**src/rtl/adder_arbiter.sv**
```systemverilog
// Round-robin arbiter sharing one external adder between two requesters.
// Optional grant counters are enabled by defining ADDER_ARB_STATS_EN.
module adder_arbiter #(
    parameter int OPW = 4
) (
    input  logic           clk,
    input  logic           rst_n,
    input  logic           req0_valid,
    input  logic [OPW-1:0] req0_a,
    input  logic [OPW-1:0] req0_b,
    output logic           req0_ready,
    input  logic           req1_valid,
    input  logic [OPW-1:0] req1_a,
    input  logic [OPW-1:0] req1_b,
    output logic           req1_ready,
    output logic           resp0_valid,
    input  logic           resp0_ready,
    output logic           resp1_valid,
    input  logic           resp1_ready,
    output logic [7:0]     resp_sum,
    output logic [OPW-1:0] add_a,
    output logic [OPW-1:0] add_b,
`ifdef ADDER_ARB_STATS_EN
    output logic [7:0]     grant_cnt0,
    output logic [7:0]     grant_cnt1,
`endif
    input  logic [7:0]     add_sum
);

    typedef enum logic [1:0] {
        S_IDLE  = 2'd0,
        S_ISSUE = 2'd1,
        S_RESP  = 2'd2
    } state_t;

    state_t         state;
    state_t         state_nxt;
    logic           ptr;
    logic           gnt;
    logic [OPW-1:0] op_a;
    logic [OPW-1:0] op_b;
    logic [7:0]     sum_q;

    logic           sel;
    logic           req_acc;
    logic           resp_hs;

    // Pick a requester: a lone valid wins, otherwise the pointer decides.
    always_comb begin
        sel = ptr;
        if (req0_valid && !req1_valid) begin
            sel = 1'b0;
        end else if (req1_valid && !req0_valid) begin
            sel = 1'b1;
        end
    end

    // Request and response handshakes.
    always_comb begin
        req0_ready = rst_n && (state == S_IDLE) && req0_valid && !sel;
        req1_ready = rst_n && (state == S_IDLE) && req1_valid && sel;
        req_acc    = req0_ready || req1_ready;
        resp_hs    = (state == S_RESP) &&
                     (gnt ? resp1_ready : resp0_ready);
    end

    // State register.
    always_ff @(posedge clk or negedge rst_n) begin
        if (!rst_n) begin
            state <= S_IDLE;
        end else begin
            state <= state_nxt;
        end
    end

    // Next-state logic.
    always_comb begin
        state_nxt = state;
        unique case (state)
            S_IDLE:  if (req_acc) state_nxt = S_ISSUE;
            S_ISSUE: state_nxt = S_RESP;
            S_RESP:  if (resp_hs) state_nxt = S_IDLE;
            default: state_nxt = S_IDLE;
        endcase
    end

    // Capture operands on accept, the sum in ISSUE, and move the pointer on completion.
    always_ff @(posedge clk or negedge rst_n) begin
        if (!rst_n) begin
            ptr   <= 1'b0;
            gnt   <= 1'b0;
            op_a  <= '0;
            op_b  <= '0;
            sum_q <= '0;
        end else begin
            if (req_acc) begin
                gnt  <= sel;
                op_a <= sel ? req1_a : req0_a;
                op_b <= sel ? req1_b : req0_b;
            end
            if (state == S_ISSUE) begin
                sum_q <= add_sum;
            end
            if (resp_hs) begin
                ptr <= ~gnt;
            end
        end
    end

    // Outputs decoded from the state; everything idles at zero.
    always_comb begin
        add_a       = (state == S_ISSUE) ? op_a : '0;
        add_b       = (state == S_ISSUE) ? op_b : '0;
        resp0_valid = (state == S_RESP) && !gnt;
        resp1_valid = (state == S_RESP) && gnt;
        resp_sum    = (state == S_RESP) ? sum_q : 8'h00;
    end

`ifdef ADDER_ARB_STATS_EN
    // Per-requester accept counters, wrapping at 256.
    always_ff @(posedge clk or negedge rst_n) begin
        if (!rst_n) begin
            grant_cnt0 <= 8'h00;
            grant_cnt1 <= 8'h00;
        end else begin
            if (req0_ready) grant_cnt0 <= grant_cnt0 + 8'h01;
            if (req1_ready) grant_cnt1 <= grant_cnt1 + 8'h01;
        end
    end
`endif

endmodule

```
**config.mk**
```make
export PLATFORM = sky130hd
export DESIGN_NAME = adder_arbiter
export DESIGN_NICKNAME = d
export VERILOG_FILES = /design/src/rtl/adder_arbiter.sv
export SDC_FILE = /design/constraint.sdc
export NUM_CORES = 1
export LEC_CHECK = 0
export CORE_MARGIN = 2
export CORE_UTILIZATION = 35
export DETAILED_ROUTE_END_ITERATION = 8
export PLACE_DENSITY = 0.77
export SLEW_MARGIN = 20
export SYNTH_ARGS = -nofsm -noshare
export SYNTH_HDL_FRONTEND = slang
export SYNTH_SLANG_ARGS = --single-unit
```
**constraint.sdc**
```tcl
create_clock -name clk -period 1.5 [get_ports clk]
set_clock_uncertainty 0.1 [all_clocks]
set_input_delay 0.45 -clock clk [delete_from_list [all_inputs] [get_ports clk]]
set_output_delay 0.45 -clock clk [all_outputs]
set_load 0.02 [all_outputs]
```
Word-level counts from Yosys, hierarchy flattened
Index checks and enable logic that the tools add are counted.

operators by class
  reduce and logical (&&, ||, !) cells = 17
  bitwise gates (word level) = 1
  muxes and demuxes = 11
  equal/unequal tests = 4

operator list
  kind                  number
  $mux W4               4
  $logic_and A1 B1 Y1   10
  $mux W8               1
  $pmux W2 S3           1
  $logic_not A1 Y1      4
  $mux W2               2
  $ne A2 B2 Y1 const B  2
  $mux W1               3
  $eq A2 B1 Y1 const B  1
  $eq A2 B2 Y1 const B  1
  $logic_not A2 Y1      1
  $reduce_and A2 Y1     1
  $logic_or A1 B1 Y1    1
  $not A1 Y1            1

storage, ports and cells
  bits in registers = 20
  word-level logic and storage cells = 39

Longest topological paths before layout
  word-level depth = 9
  depth in mapped cells = 6

Worst setup path before layout
OpenSTA, ideal clock, no wires.

  kind = register to output
  from = register state[1]
  to = output port add_a[0]
  arrival time = 1061 ps
  stages on the path, launching flop included = 5
  data required time = 950 ps
  setup slack = -111 ps
  path through = dfrtp_1 nor2b_1 buf_2 buf_2 and2_1

on the way
  cells in the longest elaborated chain, start to end = 2

ends and longest elaborated chain
  element                 RTL line  source
  from (decl)             36        state_t state;
  from (signal assigned)  72        state <= state_nxt;
  $eq A2 B1 Y1            112       add_a = (state == S_ISSUE) ? op_a : '0;
  $mux W4                 112
  to (decl)               21        output logic [OPW-1:0] add_a,

Every way passes these cells.

Final worst setup path
  from = register state[1]
  to = output port req0_ready

on the way
  cells in the longest elaborated chain, start to end = 4

ends and longest elaborated chain
  element                           RTL line  source
  $logic_not A2 Y1                  60        req0_ready = rst_n && (state == S_IDLE) && req0_valid && !sel;
  $logic_and A1 B1 Y1 (3 in a row)  60
  to (decl)                         11        output logic req0_ready,

Every way passes these cells.

==> impl_metrics.json <==
{
  "clockBufferDepth": 2,
  "synth_edf_count": 0,
  "violations": "setup timing",
  "cts_hold_buf": 0,
  "finalCriticalPeriod_ns": 2.06,
  "postRouteAntennaNets": 0,
  "path_max_fanout": 3,
  "port_buffers": 49,
  "critPathCaptureType": "output port",
  "netlist_area_mm2": 0.00101,
  "cts_tree": "done",
  "grt_overflow_total": 0,
  "place.gp.congestion": 0.736,
  "vias": 948,
  "avgSynthCellArea_um2": 11.0,
  "syn_inst": 92,
  "synth_nets": 122,
  "ys_warn_count": 0,
  "post-synth-top-count-cell": "dfrtp_1",
  "area_growth_pct": 92.6,
  "grt_pass1_wl_um": 4900,
  "crit_family": "flip-flops",
  "wire_per_inst_um": 15.2,
  "rsz0062_at_grt": "yes",
  "cellLeakagePower_nw": 0.824,
  "cts.sinks": 20,
  "dpl_cell_area_mm2": 0.00170,
  "grt.total_usage": 0.195,
  "fin_crit_sh": 1.37,
  "place_ws_ns": -1.17,
  "drv_slew": 0,
  "n_antenna_cell": 0,
  "cp-start-kind": "flop",
  "final_core_util": 0.704,
  "tightest_slew_ns": 0.259,
  "ir_drop_mv": 1.15,
  "synth_async_sr_flop_share": 1.00,
  "yosys.cell_types.count": 18,
  "grt_pass1_vias": 1038,
  "clkLatencyLatePin_ns": 0.31,
  "chipWidth_um": 57.7,
  "crit_slowest_cell": "dfrtp_1",
  "cts_buffers": 3,
  "start_util": 0.366,
  "max_stage_delay_ns": 0.43,
  "slew_headroom": 0.827,
  "status": "finished, violations left",
  "first_pass_iters": 3,
  "root_buffer": "clkbuf_4",
  "synth_flop_cell": "dfrtp_1",
  "setup_viol": 29,
  "drive_gt1_frac": 0.593,
  "die_area_mm2": 0.00333,
  "worstPathArrival_ns": 1.51,
  "drc": 0,
  "crit_buf_inv": 2,
  "yosysTopAreaCell": "dfrtp_1",
  "crit_required_ns": 0.95,
  "coreArea_mm2": 0.00276,
  "path_cells": "buf_6, nor3b_4, nand2_2, a21oi_4, buf_6",
  "cpMostUsedCell": "buf_6",
  "grt_antenna_before_repair": 0,
  "setup_ws_ns": -0.556,
  "crit_type": "flop to output port",
  "num_io_pins": 50,
  "htreeDepth": 1,
  "synthTopCellsByCount": "20 x dfrtp_1, 17 x and2_1, 10 x a21oi_1",
  "ys_ff_latch": 20,
  "dr.first_iter.drc_count": 9,
  "clkTransAtPathRegs_ns": 0.12,
  "ys_top_cells_by_area": "dfrtp_1 50%, and2_1 11%, mux2i_1 8.9%, mux2_2 8.9%, a21oi_1 5.0%",
  "postLayoutCellArea_mm2": 0.00194,
  "hpwl_um": 1930,
  "nFillCells": 196,
  "cellPowerDensity_mw_per_mm2": 1580,
  "wl_um": 2940,
  "row_count": 19,
  "maxCapViolCount": 0,
  "fmax_mhz": 486,
  "yosysTopAreaCellShare": 0.496,
  "vias_per_cell": 4.91,
  "synth_seq_area_share": 0.496,
  "grt_max_degree": 21,
  "hold_class": "input pin to async pin",
  "hold_viol": 0,
  "final_nets": 193,
  "fp.dieH_um": 57.7
}
[final timing paths]
path                                       from              endpoint  slack, ns  cells past startpoint
setup / recovery           state[1]$_DFFE_PN0P_            req0_ready      -0.56                      5
hold / removal                            rst_n   op_a[1]$_DFFE_PN0P_       0.19                      2
setup reg to reg           state[1]$_DFFE_PN0P_   op_b[3]$_DFFE_PN0P_      -0.08                      7
hold reg to reg            sum_q[2]$_DFFE_PN0N_  sum_q[2]$_DFFE_PN0N_       0.41                      1
max in group asynchronous                 rst_n  sum_q[2]$_DFFE_PN0N_       0.89                      2
min in group clk           sum_q[2]$_DFFE_PN0N_  sum_q[2]$_DFFE_PN0N_       0.41                      1
[area by class of cell]
cell class | instances | area, µm² | area share
Timing Repair Buffer | 71 | 733 | 0.378
Multi-Input combinational cell | 67 | 633 | 0.326
Sequential cell | 20 | 500 | 0.258
Tap cell | 31 | 38.8 | 0.0200
Clock buffer | 4 | 36.3 | 0.0187
[cells by family after synthesis]
kind of cell,after synthesis,share of synthesized area
AND/OR/NAND/NOR,35,0.203
flip-flops,20,0.496
multiplexers,17,0.179
AO/OA/AOI/OAI,15,0.0931
buffers and inverters,5,0.0285
[routing by layer]
layer	up-vias	global-route usage	wire length, µm
met1	452	0.237	1170
met3	8	0.0469	148
li1	453	-	-
met4	0	0.0997	71
met5	-	0	0
met2	35	0.323	1540
[placed cells by master (no fill, tap or decap), drive strengths merged]
| cell | count |
|---|---|
| nor3b | 1 |
| nand2 | 3 |
| dfrtp | 20 |
| nor2b | 4 |
| nor2 | 8 |
| and3 | 1 |
| nand2b | 1 |
| o21ai | 1 |
| o21a | 1 |
| and2 | 17 |
| mux2 | 8 |
| clkdlybuf4s50 | 26 |
| dlygate4sd2 | 3 |
| a21o | 2 |
| buf | 26 |
| a21oi | 11 |
| clkbuf | 4 |
| clkdlybuf4s15 | 16 |
| mux2i | 9 |
[repair_timing]
item                                   4_1_cts  5_1_grt
cloned                                       2        0
buffers inserted                             3        1
gates resized for setup                     94       10
setup endpoints to repair                   37       36
pin swaps                                    3        0
endpoints found under the hold margin        0        0
[registers in the layout, summed over array words and instances, names as in the netlist]
| signal | flops |
|---|---|
| gnt | 1 |
| op_a | 4 |
| op_b | 4 |
| ptr | 1 |
| state | 2 |
| sum_q | 8 |
[report_power, final]
| group | leakage [nW] | internal, W | switching, W | total [W] |
|---|---|---|---|---|
| clock | 0.0210 | 0.000148 | 0.000180 | 0.000329 |
| sequential | 0.228 | 0.000794 | 0.000206 | 0.00100 |
| combinational | 0.574 | 0.00101 | 0.000729 | 0.00174 |
| total | 0.824 | 0.00195 | 0.00112 | 0.00307 |
[per-stage QoR]
step	power (W)	hold slack (ns)	instances	setup TNS, ns
2_1_floorplan	0.00175	0.0544	92	-0.0636
3_3_place_gp	0.00236	0.380	184	-15.42
3_5_place_dp	0.00241	0.387	184	-16.02
4_1_cts	0.00295	0.190	193	-10.62
5_1_grt	0.00324	0.209	193	-13.14
6_report	0.00307	0.192	193	-10.92
No activity file was read; power rests on OpenSTA's default activity.
